$ cat src/rtl/wb_sequencer_if.sv
// wb_sequencer_if: bundles the execute-side handshake, the data-memory read
// port and the register-file writeback signals of the writeback sequencer.
//   slave  - seen from the sequencer. It receives instructions and memory
//            responses, and drives the memory request and writeback outputs.
//   master - seen from the surrounding pipeline or the testbench. It drives
//            instructions and memory responses.
// Signals:
//   exValid/exReady              instruction handshake from execute
//   exIsLoad/exRegWrite          instruction attributes
//   exDestReg/exAluResult        destination register, ALU result or load address
//   memReq/memAddr               data-memory read request and address
//   memAck/memReadData           read acknowledge and read data
//   memToReg/wbAluResult/
//   wbReadData                   writeback mux select and its two data inputs
//   regWrite/writeReg            register-file write enable and write address
//   timeoutErr/busy              load-abort pulse and memory-wait indicator
interface wb_sequencer_if #(
  parameter int DATA_W = 16,
  parameter int REG_AW = 3
);
  logic              exValid;
  logic              exReady;
  logic              exIsLoad;
  logic              exRegWrite;
  logic [REG_AW-1:0] exDestReg;
  logic [DATA_W-1:0] exAluResult;
  logic              memReq;
  logic [DATA_W-1:0] memAddr;
  logic              memAck;
  logic [DATA_W-1:0] memReadData;
  logic              memToReg;
  logic [DATA_W-1:0] wbAluResult;
  logic [DATA_W-1:0] wbReadData;
  logic              regWrite;
  logic [REG_AW-1:0] writeReg;
  logic              timeoutErr;
  logic              busy;

  modport slave (
    input  exValid, exIsLoad, exRegWrite, exDestReg, exAluResult,
    input  memAck, memReadData,
    output exReady, memReq, memAddr, memToReg, wbAluResult, wbReadData,
    output regWrite, writeReg, timeoutErr, busy
  );

  modport master (
    output exValid, exIsLoad, exRegWrite, exDestReg, exAluResult,
    output memAck, memReadData,
    input  exReady, memReq, memAddr, memToReg, wbAluResult, wbReadData,
    input  regWrite, writeReg, timeoutErr, busy
  );
endinterface

$ cat src/rtl/wb_sequencer.sv
// wb_sequencer: register-writeback sequencer of the 16-bit CPU.
// It accepts completed instructions from execute. ALU results go straight to
// a one-cycle writeback. A load first issues a data-memory read and waits for
// memAck. If no acknowledge arrives within TIMEOUT cycles, the load is
// aborted and timeoutErr pulses. Every output is a register.
// Ports:
//   clk   - system clock, rising edge
//   reset - synchronous, active-high reset
//   bus   - wb_sequencer_if.slave. It carries the execute handshake, the
//           memory read port and the writeback outputs.
module wb_sequencer #(
  parameter int DATA_W  = 16,
  parameter int REG_AW  = 3,
  parameter int TIMEOUT = 15
) (
  input logic           clk,
  input logic           reset,
  wb_sequencer_if.slave bus
);
  localparam int CNT_W = (TIMEOUT > 2) ? $clog2(TIMEOUT) : 1;
  // The wait counter exits at this value, so it can never wrap.
  localparam logic [CNT_W-1:0] CNT_LAST = CNT_W'(TIMEOUT - 1);
  localparam logic [CNT_W-1:0] CNT_ONE  = CNT_W'(1);

  typedef enum logic [1:0] {
    IDLE     = 2'd0,
    MEM_WAIT = 2'd1,
    WB       = 2'd2
  } state_t;

  state_t            state_r;
  logic [CNT_W-1:0]  wait_cnt_r;
  logic              lat_reg_write_r;
  logic              ex_ready_r;
  logic              mem_req_r;
  logic              busy_r;
  logic [DATA_W-1:0] mem_addr_r;
  logic              mem_to_reg_r;
  logic [DATA_W-1:0] wb_alu_result_r;
  logic [DATA_W-1:0] wb_read_data_r;
  logic              reg_write_r;
  logic [REG_AW-1:0] write_reg_r;
  logic              timeout_err_r;
  logic              accept_s;

  // ex_ready_r is low exactly while a load waits, so it also gates acceptance.
  assign accept_s = bus.exValid & ex_ready_r;

  // FSM: state, wait counter, latched instruction fields and all registered outputs.
  always_ff @(posedge clk) begin
    if (reset) begin
      state_r         <= IDLE;
      wait_cnt_r      <= {CNT_W{1'b0}};
      lat_reg_write_r <= 1'b0;
      ex_ready_r      <= 1'b1;
      mem_req_r       <= 1'b0;
      busy_r          <= 1'b0;
      mem_addr_r      <= {DATA_W{1'b0}};
      mem_to_reg_r    <= 1'b0;
      wb_alu_result_r <= {DATA_W{1'b0}};
      wb_read_data_r  <= {DATA_W{1'b0}};
      reg_write_r     <= 1'b0;
      write_reg_r     <= {REG_AW{1'b0}};
      timeout_err_r   <= 1'b0;
    end else begin
      // Both pulses default low. The branches below raise them for one cycle.
      reg_write_r   <= 1'b0;
      timeout_err_r <= 1'b0;
      case (state_r)
        IDLE, WB: begin
          if (accept_s) begin
            write_reg_r     <= bus.exDestReg;
            lat_reg_write_r <= bus.exRegWrite;
            if (bus.exIsLoad) begin
              mem_addr_r <= bus.exAluResult;
              wait_cnt_r <= {CNT_W{1'b0}};
              mem_req_r  <= 1'b1;
              busy_r     <= 1'b1;
              ex_ready_r <= 1'b0;
              state_r    <= MEM_WAIT;
            end else begin
              wb_alu_result_r <= bus.exAluResult;
              mem_to_reg_r    <= 1'b0;
              reg_write_r     <= bus.exRegWrite;
              state_r         <= WB;
            end
          end else begin
            state_r <= IDLE;
          end
        end
        MEM_WAIT: begin
          // An acknowledge in the final wait cycle still beats the timeout.
          if (bus.memAck) begin
            wb_read_data_r <= bus.memReadData;
            mem_to_reg_r   <= 1'b1;
            reg_write_r    <= lat_reg_write_r;
            mem_req_r      <= 1'b0;
            busy_r         <= 1'b0;
            ex_ready_r     <= 1'b1;
            state_r        <= WB;
          end else if (wait_cnt_r == CNT_LAST) begin
            timeout_err_r <= 1'b1;
            mem_req_r     <= 1'b0;
            busy_r        <= 1'b0;
            ex_ready_r    <= 1'b1;
            state_r       <= IDLE;
          end else begin
            wait_cnt_r <= wait_cnt_r + CNT_ONE;
          end
        end
        default: begin
          mem_req_r  <= 1'b0;
          busy_r     <= 1'b0;
          ex_ready_r <= 1'b1;
          state_r    <= IDLE;
        end
      endcase
    end
  end

  assign bus.exReady     = ex_ready_r;
  assign bus.memReq      = mem_req_r;
  assign bus.memAddr     = mem_addr_r;
  assign bus.memToReg    = mem_to_reg_r;
  assign bus.wbAluResult = wb_alu_result_r;
  assign bus.wbReadData  = wb_read_data_r;
  assign bus.regWrite    = reg_write_r;
  assign bus.writeReg    = write_reg_r;
  assign bus.timeoutErr  = timeout_err_r;
  assign bus.busy        = busy_r;
endmodule

$ cat src/flat_wrapper.sv
// flat-port wrapper written by rule: the top's interface ports become plain ports
module wb_sequencer_flat 
#(
  parameter int DATA_W  = 16,
  parameter int REG_AW  = 3,
  parameter int TIMEOUT = 15
)
  (clk, reset, bus_exValid, bus_exIsLoad, bus_exRegWrite, bus_exDestReg, bus_exAluResult, bus_memAck, bus_memReadData, bus_exReady, bus_memReq, bus_memAddr, bus_memToReg, bus_wbAluResult, bus_wbReadData, bus_regWrite, bus_writeReg, bus_timeoutErr, bus_busy);
  wb_sequencer_if #(.DATA_W(DATA_W), .REG_AW(REG_AW)) bus_i ();
  input logic clk;
  input logic reset;
  input wire logic [$bits(bus_i.exValid)-1:0] bus_exValid;
  input wire logic [$bits(bus_i.exIsLoad)-1:0] bus_exIsLoad;
  input wire logic [$bits(bus_i.exRegWrite)-1:0] bus_exRegWrite;
  input wire logic [$bits(bus_i.exDestReg)-1:0] bus_exDestReg;
  input wire logic [$bits(bus_i.exAluResult)-1:0] bus_exAluResult;
  input wire logic [$bits(bus_i.memAck)-1:0] bus_memAck;
  input wire logic [$bits(bus_i.memReadData)-1:0] bus_memReadData;
  output wire logic [$bits(bus_i.exReady)-1:0] bus_exReady;
  output wire logic [$bits(bus_i.memReq)-1:0] bus_memReq;
  output wire logic [$bits(bus_i.memAddr)-1:0] bus_memAddr;
  output wire logic [$bits(bus_i.memToReg)-1:0] bus_memToReg;
  output wire logic [$bits(bus_i.wbAluResult)-1:0] bus_wbAluResult;
  output wire logic [$bits(bus_i.wbReadData)-1:0] bus_wbReadData;
  output wire logic [$bits(bus_i.regWrite)-1:0] bus_regWrite;
  output wire logic [$bits(bus_i.writeReg)-1:0] bus_writeReg;
  output wire logic [$bits(bus_i.timeoutErr)-1:0] bus_timeoutErr;
  output wire logic [$bits(bus_i.busy)-1:0] bus_busy;
  assign bus_i.exValid = bus_exValid;
  assign bus_i.exIsLoad = bus_exIsLoad;
  assign bus_i.exRegWrite = bus_exRegWrite;
  assign bus_i.exDestReg = bus_exDestReg;
  assign bus_i.exAluResult = bus_exAluResult;
  assign bus_i.memAck = bus_memAck;
  assign bus_i.memReadData = bus_memReadData;
  assign bus_exReady = bus_i.exReady;
  assign bus_memReq = bus_i.memReq;
  assign bus_memAddr = bus_i.memAddr;
  assign bus_memToReg = bus_i.memToReg;
  assign bus_wbAluResult = bus_i.wbAluResult;
  assign bus_wbReadData = bus_i.wbReadData;
  assign bus_regWrite = bus_i.regWrite;
  assign bus_writeReg = bus_i.writeReg;
  assign bus_timeoutErr = bus_i.timeoutErr;
  assign bus_busy = bus_i.busy;
  wb_sequencer #(.DATA_W(DATA_W), .REG_AW(REG_AW), .TIMEOUT(TIMEOUT)) u_core (.clk(clk), .reset(reset), .bus(bus_i));
endmodule
$ cat config.mk
export PLATFORM = sky130hd
export DESIGN_NAME = wb_sequencer_flat
export DESIGN_NICKNAME = d
export VERILOG_FILES = /design/src/rtl/wb_sequencer_if.sv /design/src/rtl/wb_sequencer.sv /design/src/flat_wrapper.sv
export SDC_FILE = /design/constraint.sdc
export NUM_CORES = 1
export LEC_CHECK = 0
export CORE_MARGIN = 2
export CORE_UTILIZATION = 25
export DETAILED_ROUTE_END_ITERATION = 16
export PLACE_DENSITY_LB_ADDON = 0.2
export SYNTH_ARGS = -nofsm -noshare
export SYNTH_HDL_FRONTEND = slang
export SYNTH_SLANG_ARGS = --single-unit
$ cat constraint.sdc
create_clock -name clk -period 1.6 [get_ports clk]
set_clock_uncertainty 0.2 [all_clocks]
set_input_delay 0.32 -clock clk [delete_from_list [all_inputs] [get_ports clk]]
set_output_delay 0.32 -clock clk [all_outputs]
set_load 0.01 [all_outputs]
==> metrics.md, run 1 <==
| Metric | Value |
|---|---|
| Vias post-DR | `approximately 2,300` |
| # nets final | `431` |
| Hold Path End | `u_core.bus.timeoutErr` |
| Switching share of power | `23.0%` |
| Sum of negative setup slack | `-0.000259 ns` |
| Ratio of cells with drive above 1 in the final layout | `around an eighth` |
| Max_slew headroom | `roughly three quarters` |
| Hold Startpoint | `reset` |
| Metal3 WL | `just under 500 um` |
| CP max FO | `4` |
| Reg power frac | `a little under half` |
| Mapped Cells | `approximately 280` |
| Critical R2R Capture | `u_core.bus.exReady` |
| Worst Max-Slew Pin Slew | `0.374 ns` |
| Hold Crit Depth | `3` |
| Synthesized Nets | `between 300 and 400` |
| Rows | `35` |
| Port-buffer cells | `97` |
| Overflow after GRT | `0` |
| Register area | `1260 um^2` |
| Net Sw Power | `around 0.00083 W` |
| Max VDD drop | `roughly 0.30 mV` |
| Cell Count Post-Placement | `487` |
| Final Instance Area | `roughly 3700 um^2` |
| Die area | `between 10,000 and 15,000 um^2` |
| Die span in y | `around 100 um` |
| Final WL | `6.67 mm` |
| PnR worst setup slack | `-0.000259 ns` |
| Min-delay worst type | `in2reg` |
| Max layer used | `met4` |
| Average size of a mapped cell | `around 8.3 um^2` |
| Post-Route M1 WL | `just under 3 mm` |
| Status | `finished with violations` |
| Ant. Diodes | `0` |
| Logic pwr share | `12.7%` |
| Max clock buf depth | `2` |
| Leakage | `about 1.6 nW` |
| R2R Setup Slk | `-0.0003 ns` |
| P&R area growth vs syn | `58.0%` |
| Core area | `about 9200 um^2` |
| Root Buffer | `clkbuf_8` |
| RSZ-0062 raised after global routing | `yes` |
| Chip width | `between 100 and 150 um` |
| DR iter-0 viols | `86` |
| Failing checks | `setup timing` |
| Vias in the first global route | `2,196` |
| Ys Warns | `0` |
| Placer congestion estimate | `about 0.76` |
| CP endpoint kind | `flip-flop` |
| Sequential area share after synthesis | `a little over half` |
| Synth Cell Area | `2340 um^2` |
| Routed Antenna Nets | `0` |
| Critical Setup Path Class | `reg2reg` |
| Largest net degree at the start of global routing | `35` |
| Yosys cell types | `35` |
| Filler Cells Inserted | `approximately 950` |
| Maximum clock frequency | `about 620 MHz` |
| Clk Latency, worst-skew pair | `approximately 0.32 ns` |
| Post-Layout Cell Count | `just over 500` |
| Final setup vio count | `1` |
| CTS Sinks | `63` |
| H-tree depth | `3` |
| Area occupied by multi-input gates | `980 um^2` |
| R2R depth | `3` |
| CP startpoint kind | `flip-flop` |
| Maxcap violations | `0` |
| Count of state elements after synthesis | `63` |
| Clock transition at the registers of the reported paths | `~0.060 ns` |
| Hold Violations, Final | `0` |
| Total track usage | `around 14%` |
| Routed vias/inst | `roughly 4.5` |
| Most frequent cells in the layout | `nand2_1, dfxtp_1, dlygate4sd2_1` |
| Int Pwr | `0.00278 W` |
| CTS tree | `yes` |
| PD cells | `a little under 1000 nW/um^2` |
| Critical Path RT | `~1.6 ns` |
| DP HPWL | `around 4.6 mm` |
| Pre-antenna DRT Iters | `4` |
| Antenna violations before repair | `0` |
| Placed Area | `~3600 um^2` |
| Reg2reg start | `u_core.state_r[0]` |
| Crit path arrival time | `approximately 1.6 ns` |
| First-pass GRT wire length | `approximately 11 mm` |
| Num CTS Buffers | `9` |
| Starting Density | `about a quarter` |
| Clock share of power | `about 41%` |
| Most common cell after layout, fill and taps aside | `nand2_1` |
| Metal2 WL | `3.11 mm` |
| Fin crit share | `100%` |
| Wire length per cell | `13.3 um` |
| Crit path time final | `~1.6 ns` |
| Io pins | `between 90 and 100` |
| CTS hold repair buffers | `0` |
| DRC violations left | `0` |
| Fin Hold WS | `0.208 ns` |
| Count of pins over their slew limit | `0` |
## sequential cells by signal, summed over array words and instances (netlist names)
signal                  count
u_core.bus.exReady          1
u_core.bus.memAddr         16
u_core.bus.memReq           1
u_core.bus.memToReg         1
u_core.bus.regWrite         1
u_core.bus.timeoutErr       1
u_core.bus.wbAluResult     16
u_core.bus.wbReadData      16
u_core.bus.writeReg         3
u_core.lat_reg_write_r      1
u_core.state_r              2
u_core.wait_cnt_r           4
## critical path, cell delays in order (launching register included)
cell     delay (ns)
dfxtp_2        0.32
or3b_4         0.39
or2_4          0.27
a221o_1        0.30
## power groups by stage
stage	combinational (W)	sequential [W]	clock [W]
detailed placement	0.000506	0.00170	0
floorplan	0.000171	0.00173	0
CTS	0.000466	0.00167	0.00154
finish	0.000457	0.00167	0.00149
global route	0.000504	0.00167	0.00161
global placement	0.000503	0.00170	0
## final cells by class
class / count / share of cell area, %
sequential: 63 / 34.2
timing repair buffer: 117 / 29.5
multi-input combinational: 193 / 26.5
clock buffer: 11 / 3.82
tap: 111 / 3.75
clock inverter: 4 / 1.89
inverter: 4 / 0.405
## cells in the mapped netlist (all sizes together)
cell type,n,area share [%]
nor3b,3,0.96
buf,9,2.1
o221ai,1,0.37
o211ai,1,0.32
nand2b,2,0.53
or3b,2,0.85
a21oi,51,11
a221o,1,0.43
a21o,1,0.32
mux2i,4,1.7
nand4bb,1,0.48
and3b,1,0.37
nand4b,1,0.37
nor2,10,1.6
and4b,1,0.43
a22oi,1,0.32
nand3b,2,0.64
clkbuf,12,1.9
mux2,2,0.96
o21ai,1,0.37
o32ai,1,0.37
nand2,96,15
o2111ai,1,0.37
nand3,1,0.21
and4bb,1,0.53
and3,1,0.27
nor2b,1,0.27
inv,4,0.64
a221oi,1,0.37
dfxtp,63,54
or2,1,0.37
or4,1,0.32
ha,2,1.1
## how the worst max path moves through the flow
stage / start / endpoint / slack [ns] / depth (start not counted)
final: u_core.state_r[0] / u_core.bus.exReady / -0.0003 / 3
after global routing: u_core.state_r[0] / u_core.bus.exReady / -0.02 / 3
after CTS: u_core.wait_cnt_r[0] / u_core.bus.exReady / 0.006 / 5
after detailed placement: bus_memAck / u_core.bus.exReady / -0.49 / 4
after global placement: bus_memAck / u_core.bus.exReady / -0.46 / 4
after floorplan: bus_memAck / u_core.bus.exReady / -0.01 / 3
## logic make-up (layout without fill, tap and decap cells)
kind of cell | count (synthesis) | in the layout | share of synthesized area [%]
mux | 6 | 6 | 2.67
simple gates | 125 | 125 | 23.6
buf+inv | 25 | 136 | 4.70
flops | 63 | 63 | 53.8
fa+ha+maj | 2 | 2 | 1.07
compound gates | 60 | 60 | 14.1
## through the flow
stage | total power, W | util (%) | worst slack (ns)
global placement | 0.00221 | 38.8 | -0.460
floorplan | 0.00190 | - | -0.0113
global route | 0.00379 | 40.5 | -0.0226
CTS | 0.00367 | 40.5 | 0.00648
detailed placement | 0.00221 | 38.8 | -0.492
finish | 0.00361 | 40.5 | -0.000259
## repair_timing
item                                    4_1_cts  5_1_grt
gates resized for setup                      59        1
pin swaps                                     3        2
endpoints found under the setup margin       64        5
setup buffers                                 1        0
## layer usage
| layer | global-route usage, % | vias to the layer above |
|---|---|---|
| met4 | 5.06 | 0 |
| met5 | 0 | - |
| met1 | 17.2 | 1041 |
| li1 | - | 1144 |
| met2 | 21.5 | 72 |
| met3 | 4.58 | 9 |
(Power assumes the default switching activity.)
==> run 2, diff against run 1 <==
--- a/config.mk
+++ b/config.mk
@@ -6,7 +6,7 @@
 export NUM_CORES = 1
 export LEC_CHECK = 0
 export CORE_MARGIN = 2
-export CORE_UTILIZATION = 25
+export CORE_UTILIZATION = 45
 export DETAILED_ROUTE_END_ITERATION = 16
 export PLACE_DENSITY_LB_ADDON = 0.2
 export SYNTH_ARGS = -nofsm -noshare
==> constraint.sdc (replaced) <==
create_clock -name clk -period 1.9 [get_ports clk]
set_clock_uncertainty 0.2 [all_clocks]
set_input_delay 0.38 -clock clk [delete_from_list [all_inputs] [get_ports clk]]
set_output_delay 0.38 -clock clk [all_outputs]
set_load 0.01 [all_outputs]
==> run 2 against run 1 <==
Net effect: the run now ends clean; die area fell by 43%; sequential share of layout area rose by 0.43 points; combinational power fell by 9.4%; critical path type is now reg2out; via count fell by 0.35%; wire length fell by 9.2%.
==> metrics.md, run 2 (synthesis gave the netlist of run 1 again) <==
| Metric | Value |
|---|---|
| RSZ-0062 raised after global routing | `yes` |
| Maxcap violations | `0 (unchanged)` |
| Final setup vio count | `0 (-1)` |
| Overflow after GRT | `0 (unchanged)` |
| Final WL | `6.06 mm (-9.2%)` |
| Core area | `5070 um^2 (-45%)` |
| Chip width | `76.2 um (-24%)` |
| Hold Violations, Final | `0 (unchanged)` |
| Post-Route M1 WL | `2.57 mm (-13%)` |
| PD cells | `795 nW/um^2 (-18%)` |
| Logic pwr share | `14.3% (+1.6 points)` |
| Buf+Inv Stages, Crit Path | `1 (+1)` |
| Die span in y | `76.2 um (-24%)` |
| Ratio of cells with drive above 1 in the final layout | `10.0% (-2.0 points)` |
| Total track usage | `22.2% (+8.6 points)` |
| DR iter-0 viols | `78 (-9.3%)` |
| Crit path cell chain | `clkdlybuf4s50_1` |
| Clock transition at the registers of the reported paths | `0.07 ns (about the same)` |
| Wire length per cell | `13.2 um (-0.48%)` |
| Crit path arrival time | `1.26 ns (-0.35 ns)` |
| Switching share of power | `23.9% (+0.91 points)` |
| Slowest-stage cell, CP | `clkdlybuf4s50_1` |
| Antenna violations before repair | `0 (unchanged)` |
| Crit path time final | `1.84 ns` |
| Critical Path RT | `1.32 ns (-0.29 ns)` |
| Num CTS Buffers | `9 (unchanged)` |
| Port-buffer cells | `97 (unchanged)` |
| CP max FO | `2 (-2)` |
| Metal2 WL | `2.96 mm (-4.8%)` |
| Max_slew headroom | `78.5% (+3.5 points)` |
| Max layer used | `met4` |
| Starting Density | `46.2% (+21 points)` |
| Worst Max-Slew Pin Slew | `0.322 ns (-0.0519 ns)` |
| Clk Latency, worst-skew pair | `0.33 ns (about the same)` |
| Status | `complete, no violations` |
| Count of pins over their slew limit | `0 (unchanged)` |
| Crit path largest cell delay | `0.57 ns (+0.18 ns)` |
| Ant. Diodes | `0 (unchanged)` |
| # nets final | `428 (-0.70%)` |
| Sum of negative setup slack | `0 ns (+0.000259 ns)` |
| Placer congestion estimate | `0.802 (+5.6%)` |
| Most frequent cells in the layout | `nand2_1, clkdlybuf4s50_1, dfxtp_1` |
| Placed Area | `3470 um^2 (-2.4%)` |
| Die area | `5800 um^2 (-43%)` |
| Reg power frac | `48.5% (+2.4 points)` |
| Vias in the first global route | `2,231 (+1.6%)` |
| Fin crit share | `between 90 and 100%` |
| Top Family by Delay on Critical Path | `buffers and inverters` |
| Most common cell after layout, fill and taps aside | `nand2_1` |
| Clock share of power | `37.3% (-3.9 points)` |
| Leakage | `1.33 nW (-18%)` |
| CTS hold repair buffers | `0 (unchanged)` |
| Int Pwr | `0.00221 W (-21%)` |
| Net Sw Power | `0.000695 W (-16%)` |
| Rows | `26 (-26%)` |
| CP endpoint kind | `output pin` |
| Min-delay worst type | `in2reg` |
| Io pins | `98 (unchanged)` |
| Root Buffer | `clkbuf_8` |
| Vias post-DR | `2,258 (-0.35%)` |
| Final Instance Area | `3650 um^2 (-1.5%)` |
| CTS tree | `yes` |
| Routed Antenna Nets | `0 (unchanged)` |
| CP startpoint kind | `flip-flop` |
| Routed vias/inst | `4.92 (+9.2%)` |
| Post-CTS Setup Inserts | `0 (-1)` |
| Maximum clock frequency | `about 540 MHz` |
| Metal3 WL | `458 um (-6.5%)` |
| Max VDD drop | `0.641 mV (+120%)` |
| Pre-antenna DRT Iters | `4 (unchanged)` |
| Filler Cells Inserted | `441 (-54%)` |
| DRC violations left | `0 (unchanged)` |
| P&R area growth vs syn | `55.7%` |
| Largest net degree at the start of global routing | `33 (-5.7%)` |
| CTS Sinks | `63 (unchanged)` |
| Critical Setup Path Class | `reg2out` |
| First-pass GRT wire length | `10.3 mm (-4.9%)` |
| DP HPWL | `4.21 mm (-9.3%)` |
| Max clock buf depth | `2 (unchanged)` |
| H-tree depth | `3 (unchanged)` |
[run 2: cell types whose count changed in the layout (fill, tap and decap cells not counted), sizes merged]
| cell | change |
|---|---|
| buf | -3 |
| bufinv | -1 |
| clkdlybuf4s50 | +57 |
| clkinvlp | +1 |
| dlygate4sd2 | -58 |
| dlymetal6s2s | +1 |
[run 2: routing by layer]
metal / track usage, % / vias to the layer above
met3: 9.00 / 7
li1: - / 1134
met1: 25.0 / 1051
met4: 8.18 / 0
met5: 0 / -
met2: 37.9 / 66
[run 2: path summary, 6_finish.rpt]
kind                            to  cells after the start                      from  slack (ns)
max reg2reg     u_core.bus.exReady                      5      u_core.wait_cnt_r[0]        0.08
min reg2reg  u_core.bus.memAddr[1]                      2     u_core.bus.memAddr[1]        0.25
min              u_core.state_r[0]                      2                     reset        0.13
max              bus_wbReadData[4]                      1  u_core.bus.wbReadData[4]        0.06
[run 2: repair_timing]
| action | in CTS | in global routing |
|---|---|---|
| cloned | 0 | 0 |
| endpoints found under the setup margin | 1 | 2 |
| resized for setup | 1 | 1 |
[run 2: power by group through the flow]
stage               logic [W]  registers [W]  clock network (W)
floorplan            0.000143        0.00145                  0
global placement     0.000412        0.00143                  0
detailed placement   0.000416        0.00144                  0
CTS                  0.000419        0.00141            0.00111
global route         0.000450        0.00141            0.00117
finish               0.000414        0.00141            0.00108
[run 2: per-stage QoR]
step	total power (W)	hold WS [ns]	utilization [%]	cells	setup WS [ns]
2_1_floorplan	0.00160	0.256	-	281	0.190
3_3_place_gp	0.00184	0.241	68.3	444	-0.198
3_5_place_dp	0.00185	0.246	68.3	444	-0.211
4_1_cts	0.00293	0.109	71.9	459	0.0324
5_1_grt	0.00303	0.129	71.9	459	-0.00459
6_report	0.00290	0.126	71.9	459	0.0615
[run 2: cell type report]
cell class | instances | area (um^2) | share of cell area (%)
flip-flops and latches | 63 | 1260 | 34.6
well taps | 70 | 87.6 | 2.40
clock buffers | 11 | 131 | 3.60
clock inverters | 4 | 47.5 | 1.30
inverters | 4 | 15.0 | 0.411
multi-input cells | 193 | 972 | 26.6
repair buffers | 114 | 1130 | 31.1
==> run 3, diff against run 2 <==
--- a/config.mk
+++ b/config.mk
@@ -8,6 +8,7 @@
 export CORE_MARGIN = 2
 export CORE_UTILIZATION = 45
 export DETAILED_ROUTE_END_ITERATION = 16
+export MAX_ROUTING_LAYER = met4
 export PLACE_DENSITY_LB_ADDON = 0.2
 export SYNTH_ARGS = -nofsm -noshare
 export SYNTH_HDL_FRONTEND = slang
==> run 3 against run 2 <==
Net effect: global-route usage grew 0.66 points; largest cell class unchanged; non-clock buffer count is the same; final area is the same; clock power is essentially flat; count of clock-buffer cells in the layout is the same.
==> metrics.md, run 3 (synthesis gave the netlist of run 1 again) <==
| Metric | Value |
|---|---|
| Status | `complete, no violations` |
| Top Family by Delay on Critical Path | `buffers and inverters` |
| Antenna violations before repair | `0 (unchanged)` |
| RSZ-0062 raised after global routing | `yes` |
| Rows | `26 (unchanged)` |
| Vias in the first global route | `2,225 (-0.27%)` |
| Die area | `5800 um^2 (unchanged)` |
| Fin crit share | `96.9% (+0.10 points)` |
| Ant. Diodes | `0 (unchanged)` |
| Count of pins over their slew limit | `0 (unchanged)` |
| DR iter-0 viols | `84 (+7.7%)` |
| PD cells | `796 nW/um^2 (+0.12%)` |
| Routed vias/inst | `4.90 (-0.40%)` |
| Total track usage | `22.9% (+0.66 points)` |
| CTS tree | `yes` |
| Most common cell after layout, fill and taps aside | `nand2_1` |
| Final WL | `6.06 mm (about the same)` |
| Chip width | `76.2 um (unchanged)` |
| H-tree depth | `3 (unchanged)` |
| DRC violations left | `0 (unchanged)` |
| Crit path cell chain | `clkdlybuf4s50_1` |
| Root Buffer | `clkbuf_8` |
| PnR worst setup slack | `0.0596 ns (-0.00192 ns)` |
| Routed Antenna Nets | `0 (unchanged)` |
| Post-Layout Cell Count | `459 (unchanged)` |
| Largest net degree at the start of global routing | `33 (unchanged)` |
| CTS Sinks | `63 (unchanged)` |
| Cell Count Post-Placement | `444 (unchanged)` |
| CP endpoint kind | `output pin` |
| Max_slew headroom | `78.5% (about the same)` |
| CP startpoint kind | `flip-flop` |
| P&R area growth vs syn | `55.7% (unchanged)` |
| Place WS | `-0.211 ns (unchanged)` |
| Filler Cells Inserted | `441 (unchanged)` |
| Clock transition at the registers of the reported paths | `0.07 ns (about the same)` |
| Port-buffer cells | `97 (unchanged)` |
| Max clock buf depth | `2 (unchanged)` |
| Ratio of cells with drive above 1 in the final layout | `10.0% (unchanged)` |
| Leakage | `1.33 nW (unchanged)` |
| Crit path arrival time | `1.26 ns (about the same)` |
| Final setup vio count | `0 (unchanged)` |
| Critical Setup Path Class | `reg2out` |
| Buf+Inv Stages, Crit Path | `1 (unchanged)` |
| Starting Density | `46.2% (unchanged)` |
| CP max FO | `2 (unchanged)` |
| DP HPWL | `4.21 mm (unchanged)` |
| Pre-antenna DRT Iters | `4 (unchanged)` |
| R2R Setup Slk | `0.08 ns (about the same)` |
| Critical Path RT | `1.32 ns (about the same)` |
| Wire length per cell | `13.2 um (about the same)` |
| Clk Latency, worst-skew pair | `0.33 ns (about the same)` |
| Maximum clock frequency | `543 MHz (-0.10%)` |
| Io pins | `98 (unchanged)` |
| First-pass GRT wire length | `10.3 mm (+0.27%)` |
| Maxcap violations | `0 (unchanged)` |
| CTS hold repair buffers | `0 (unchanged)` |
| Hold Violations, Final | `0 (unchanged)` |
| Crit path largest cell delay | `0.57 ns (about the same)` |
| Vias post-DR | `2,249 (-0.40%)` |
| Die span in y | `76.2 um (unchanged)` |
| Power consumption | `0.00291 W (+0.12%)` |
| Min-delay worst type | `in2reg` |
| Final Instance Area | `3650 um^2 (unchanged)` |
| # nets final | `428 (unchanged)` |
| Num CTS Buffers | `9 (unchanged)` |
| Crit path time final | `1.84 ns (+0.00192 ns)` |
| Core area | `5070 um^2 (unchanged)` |
| Placed Area | `3470 um^2 (unchanged)` |
| Max VDD drop | `0.645 mV (+0.73%)` |
| Most frequent cells in the layout | `nand2_1, clkdlybuf4s50_1, dfxtp_1` |
| Worst Max-Slew Pin Slew | `0.323 ns (+0.000605 ns)` |
| Overflow after GRT | `0 (unchanged)` |
| Slowest-stage cell, CP | `clkdlybuf4s50_1` |
| Placer congestion estimate | `0.814 (+1.4%)` |
## run 3: cell counts in the layout (fill, tap and decap cells not counted)
No cell type changed its count.
## run 3: metrics by stage
stage / utilization (%) / setup TNS, ns / hold WS [ns]
2_1_floorplan: - / 0 / 0.256
5_1_grt: 71.9 / -0.00459 / 0.129
3_5_place_dp: 68.3 / -1.05 / 0.246
3_3_place_gp: 68.3 / -0.938 / 0.241
4_1_cts: 71.9 / 0 / 0.109
6_report: 71.9 / 0 / 0.124
## run 3: per-layer routing
metal  global-route usage [%]  wire [um]  vias to the layer above
met1                     25.9       2640                     1049
met5                        -          0                        -
met4                     8.18         76                        0
li1                         -          -                     1132
met2                     37.9       2940                       61
met3                     7.70        405                        7
## run 3: final timing paths
path | start | to | cells after the start
worst min register to register | u_core.bus.wbReadData[14] | u_core.bus.wbReadData[14] | 2
worst max-delay path | u_core.bus.wbReadData[4] | bus_wbReadData[4] | 1
worst min-delay path | reset | u_core.state_r[0] | 2
worst max register to register | u_core.wait_cnt_r[0] | u_core.bus.exReady | 5
## run 3: layout make-up
cell class	count	area [um^2]	share of cell area [%]
sequential	63	1260	34.6
clock inverter	4	47.5	1.30
clock buffer	11	131	3.60
inverter	4	15.0	0.411
tap	70	87.6	2.40
timing repair buffer	114	1130	31.1
multi-input combinational	193	972	26.6
## run 3: repair_timing
item                                    in CTS  in global routing
endpoints found under the hold margin        0                  0
pin swaps                                    0                  0
cloned                                       0                  0
buffers inserted                             0                  0
endpoints found under the setup margin       1                  2
resized for setup                            1                  1
## run 3: power breakdown
group / switching [W] / internal [W]
logic: 0.000177 / 0.000236
registers: 0.0000306 / 0.00138
clock network: 0.000490 / 0.000595
total: 0.000698 / 0.00221
==> edit 1: new RTL, flow settings as in run 1 <==
`DATA_W` is set to 16 in 3 places; all go to 12.
--- a/src/rtl/wb_sequencer_if.sv
+++ b/src/rtl/wb_sequencer_if.sv
@@ -17,3 +17,3 @@
 interface wb_sequencer_if #(
-  parameter int DATA_W = 16,
+  parameter int DATA_W = 12,
   parameter int REG_AW = 3
--- a/src/rtl/wb_sequencer.sv
+++ b/src/rtl/wb_sequencer.sv
@@ -11,3 +11,3 @@
 module wb_sequencer #(
-  parameter int DATA_W  = 16,
+  parameter int DATA_W  = 12,
   parameter int REG_AW  = 3,
--- a/src/flat_wrapper.sv
+++ b/src/flat_wrapper.sv
@@ -3,3 +3,3 @@
 #(
-  parameter int DATA_W  = 16,
+  parameter int DATA_W  = 12,
   parameter int REG_AW  = 3,
Interface: changed (5 resized); port bits go from 98 to 78. The function was not compared with the original's and may differ.
==> edit 1 against run 1 <==
Utilization is 0.54 points higher; combinational power is 17% lower; area after synthesis down 20%; sequential cell count fell by 12; sequential share of layout area increased by 0.38 points; final area is 20% lower; critical path type unchanged; non-clock buffer count decreased by 19; worst setup slack gained 16 ps; power shrank 30%; largest power group unchanged; routed wire length decreased by 24%.
==> edit 1: results (changes against run 1) <==
set qor(via_count_of_the_first_global_routing_pass) 1740 ;# was 2196
set qor(detailedRoute.firstPassIterationCount) 5 ;# was 4
set qor(yosysSeqAreaShare_pct) 54.69 ;# was 53.82%
set qor(gp_congestion) 0.7048 ;# was 0.7598
set qor(grt_pass1_wl_mm) 8.418 ;# was 10.85 mm
set qor(maximum_net_fanout_on_the_critical_path) 8 ;# was 4
set qor(numCtsBuffers) 5 ;# was 9
set qor(drt_iter0_markers) 89 ;# was 86
set qor(hpwl_mm) 3.562 ;# was 4.644 mm
set qor(run_status) {finished, final reports clean} ;# was complete, but fails checks
set qor(wirelength_met1_mm) 2.366 ;# was 2.969 mm
set qor(cts.reportedPaths.clkPinSlew_ps) 90 ;# was 60 ps
set qor(synth.mux.area_fraction_pct) 2.145 ;# was 2.670%
set qor(max_slew_margin_pct) 77.35 ;# was 75.06%
set qor(synth_fp_nets) 260 ;# was 324
set qor(route.met2.wl_mm) 2.322 ;# was 3.111 mm
set qor(layout-drive-gt1-share_pct) 13.56 ;# was 11.99%
set qor(netlist-cell-type-count) 30 ;# was 35
set qor(dpl_cell_area_mm2) 0.002864 ;# was 0.003553 mm2
set qor(synth_top_cells_by_count) {sky130_fd_sc_hd__nand2_1 (76), sky130_fd_sc_hd__dfxtp_1 (51), sky130_fd_sc_hd__a21oi_1 (42), sky130_fd_sc_hd__nor2_1 (9), sky130_fd_sc_hd__clkbuf_1 (8)} ;# was sky130_fd_sc_hd__nand2_1 (96), sky130_fd_sc_hd__dfxtp_1 (63), sky130_fd_sc_hd__a21oi_1 (51), sky130_fd_sc_hd__clkbuf_1 (12), sky130_fd_sc_hd__nor2_1 (10)
set qor(finalNetCount) 351 ;# was 431
set qor(leakage_component_of_the_power_nw) 1.285 ;# was 1.619 nW
set qor(comb_power_share_pct) 15.0 ;# was 12.7%
set qor(irDropWorstVdd_mv) 0.3321 ;# was 0.2980 mV
set qor(drt-vias-per-instance) 4.296 ;# was 4.505
edit 1: cell count changes after synthesis, sizes merged, moves of 2 or more:
cell,change
or3b,-2
buf,-3
a21oi,-8
dfxtp,-12
inv,-2
clkbuf,-4
nand2,-20
nand3,+3
mux2,-2
nor3b,-2
nand2b,-2
o21ai,+2
edit 1: critical path: stages, from the launching register on:
cell,delay (ps)
sky130_fd_sc_hd__dfxtp_4,400
sky130_fd_sc_hd__or2b_4,300
sky130_fd_sc_hd__or4_4,520
sky130_fd_sc_hd__a21oi_2,120
edit 1: area by class of cell:
type                            instances  area, um2  area share, %
Clock buffer                            7      86.33          2.903
Sequential cell                        51       1027          34.54
Multi-Input combinational cell        158      828.3          27.85
Inverter                                2      7.507         0.2524
Tap cell                               99      123.9          4.165
Timing Repair Buffer                   98      892.1          30.00
Clock inverter                          1      8.758         0.2945
edit 1: path summary, 6_finish.rpt:
check	from	to	slack (ps)	depth (start not counted)
worst max-delay path	u_core.state_r[0]	u_core.wait_cnt_r[3]	20	3
worst min-delay path	reset	u_core.bus.timeoutErr	120	2
worst max register to register	u_core.state_r[0]	u_core.wait_cnt_r[3]	20	3
worst min register to register	u_core.bus.memAddr[10]	u_core.bus.memAddr[10]	250	2
edit 1: through the flow:
stage / utilization [%] / power (mW) / setup slack [ps] / std cells / setup TNS (ps)
after global routing: 41.00 / 2.647 / -27.86 / 416 / -37.97
after floorplan: - / 1.538 / -3.013 / 225 / -3.013
after CTS: 40.18 / 2.554 / 19.41 / 414 / 0
after global placement: 39.49 / 1.787 / -391.4 / 405 / -10100
after detailed placement: 39.49 / 1.789 / -421.9 / 405 / -10250
final: 41.00 / 2.520 / 15.44 / 416 / 0
==> edit 2: new RTL, flow settings as in run 1 <==
Made on the original files. The 3 states of `state_t` get a one-hot encoding in 3 bits.
--- a/src/rtl/wb_sequencer.sv
+++ b/src/rtl/wb_sequencer.sv
@@ -24,6 +24,6 @@
 
-  typedef enum logic [1:0] {
-    IDLE     = 2'd0,
-    MEM_WAIT = 2'd1,
-    WB       = 2'd2
+  typedef enum logic [2:0] {
+    IDLE     = 3'b001,
+    MEM_WAIT = 3'b010,
+    WB       = 3'b100
   } state_t;
Formal check against the unedited RTL: no difference found for any inputs over 4 cycles, from zero or initial values and one cycle with reset high; so few cycles prove little.
==> edit 2 against run 1 <==
The run still ends with setup timing left; sequential cell count grew 1; utilization grew 4.5 points; global-route usage shrank 0.36 points; critical path type unchanged; worst setup slack lost 130 ps; non-clock buffer count grew 19; power shrank 0.75%; routed wire length shrank 0.69%; final area grew 13%; first-iteration DRC count shrank 31%; combinational power grew 43%; area after synthesis grew 2.8%; count of clock-buffer cells in the layout grew 1.
==> edit 2: results (changes against run 1) <==
set qor(gp_congestion) 0.7425 ;# was 0.7598
set qor(placement.setup.worst_slack_ps) -636.8 ;# was -491.8 ps
set qor(synth_top_cells_by_count) {sky130_fd_sc_hd__dfxtp_1 (64), sky130_fd_sc_hd__nor2_1 (39), sky130_fd_sc_hd__mux2i_1 (36), sky130_fd_sc_hd__nand2_1 (35), sky130_fd_sc_hd__a21oi_1 (17)} ;# was sky130_fd_sc_hd__nand2_1 (96), sky130_fd_sc_hd__dfxtp_1 (63), sky130_fd_sc_hd__a21oi_1 (51), sky130_fd_sc_hd__clkbuf_1 (12), sky130_fd_sc_hd__nor2_1 (10)
set qor(layout-drive-gt1-share_pct) 24.87 ;# was 11.99%
set qor(grt_pass1_wl_mm) 10.70 ;# was 10.85 mm
set qor(hold_path_startpoint) {bus_exIsLoad} ;# was reset
set qor(dr_wl_met3_um) 608 ;# was 490 um
set qor(run_status) {complete, but fails checks} ;# unchanged
set qor(synth.top_cells.by_area) {sky130_fd_sc_hd__dfxtp_1 (53%), sky130_fd_sc_hd__mux2i_1 (15%), sky130_fd_sc_hd__nor2_1 (6.1%), sky130_fd_sc_hd__nand2_1 (5.5%), sky130_fd_sc_hd__a21oi_1 (3.5%)} ;# was sky130_fd_sc_hd__dfxtp_1 (54%), sky130_fd_sc_hd__nand2_1 (15%), sky130_fd_sc_hd__a21oi_1 (11%), sky130_fd_sc_hd__clkbuf_1 (1.9%), sky130_fd_sc_hd__mux2i_1 (1.7%)
set qor(dpl.cell_count) 490 ;# was 487
set qor(maximum_number_of_pins_on_one_net_before_global_route_repair) 33 ;# was 35
set qor(failed_checks) {setup timing} ;# unchanged
set qor(via_count_of_the_first_global_routing_pass) 2229 ;# was 2196
set qor(maximum_net_fanout_on_the_critical_path) 7 ;# was 4
set qor(drt_iter0_markers) 59 ;# was 86
set qor(critPathSlowestCell) {sky130_fd_sc_hd__or4b_4} ;# was sky130_fd_sc_hd__or3b_4
set qor(reg2regPathDepth) 6 ;# was 3
set qor(dpl_cell_area_mm2) 0.003811 ;# was 0.003553 mm2
set qor(netlist-cell-type-count) 37 ;# was 35
set qor(yosysSeqAreaShare_pct) 53.19 ;# was 53.82%
set qor(critPathArrivalTime_ps) 1760 ;# was 1610 ps
set qor(route.detailed.wl_per_inst_um) 12.97 ;# was 13.27 um
set qor(layout-area-overhead-vs-synth_pct) 73.51 ;# was 58.04%
set qor(finalWorstSetupSlack_ps) -128.9 ;# was -0.2593 ps
set qor(finalSetupViolations) 30 ;# was 1
==> edit 2: cell types whose count changed after synthesis, sizes merged, moves of 3 or more <==
cell,change
nor2,+30
clkbuf,-5
nor4b,+3
nor3,+3
nand2,-60
mux2i,+32
nand3,+3
a21oi,-34
==> edit 2: timing repair <==
action                                  in CTS  in global routing
resized for setup                           90                 22
pin swaps                                   15                 10
cloned                                       1                  0
hold buffers                                 0                  0
endpoints found under the setup margin     115                 63
setup buffers                                5                  3
==> edit 2: cell families (layout without fill, tap and decap cells) <==
| family | count (synthesis) | after routing | synth area share, % |
|---|---|---|---|
| multiplexers | 36 | 36 | 14.96 |
| AO/OA/AOI/OAI | 30 | 30 | 8.156 |
| XOR/XNOR | 2 | 2 | 0.7274 |
| buffers and inverters | 16 | 153 | 3.844 |
| flip-flops | 64 | 64 | 53.19 |
| AND/OR/NAND/NOR | 95 | 95 | 18.08 |
| adder cells (fa/ha/maj) | 2 | 2 | 1.039 |
==> edit 2: final cells by class <==
class	count	area share, %
clock buffer	12	3.713
clock inverter	3	0.4192
inverter	2	0.1796
multi-input combinational	165	29.19
sequential	64	30.96
tap	129	3.862
timing repair buffer	136	31.68
==> edit 2: routing by layer <==
| layer | global-route usage [%] | vias to the layer above |
|---|---|---|
| met3 | 6.088 | 9 |
| met1 | 16.51 | 1008 |
| met5 | 0 | - |
| li1 | - | 1104 |
| met4 | 4.308 | 0 |
| met2 | 20.45 | 78 |
==> edit 2: tightest hold or removal path: cells and delay by family <==
kind,cells,cell delay (ps)
buffers and inverters,1,160
AO/OA/AOI/OAI,1,120
AND/OR/NAND/NOR,1,100
==> edit 2: how the worst max path moves through the flow <==
stage               depth (start not counted)  slack [ps]                     end               from
floorplan                                   6         -60   u_core.bus.memAddr[0]  u_core.state_r[0]
global placement                            7        -590  u_core.bus.writeReg[1]        bus_exValid
detailed placement                          6        -640  u_core.bus.memAddr[12]        bus_exValid
CTS                                         7        -150  u_core.bus.memAddr[12]  u_core.state_r[2]
global route                                6        -170    u_core.wait_cnt_r[1]  u_core.state_r[0]
finish                                      6        -130    u_core.wait_cnt_r[1]  u_core.state_r[0]
==> edit 2: power by group <==
group	switching, mW	total [mW]	internal, mW	leakage (nW)
Sequential	0.0410	1.70	1.66	0.522
Combinational	0.275	0.655	0.380	1.31
Clock	0.595	1.23	0.633	0.0882
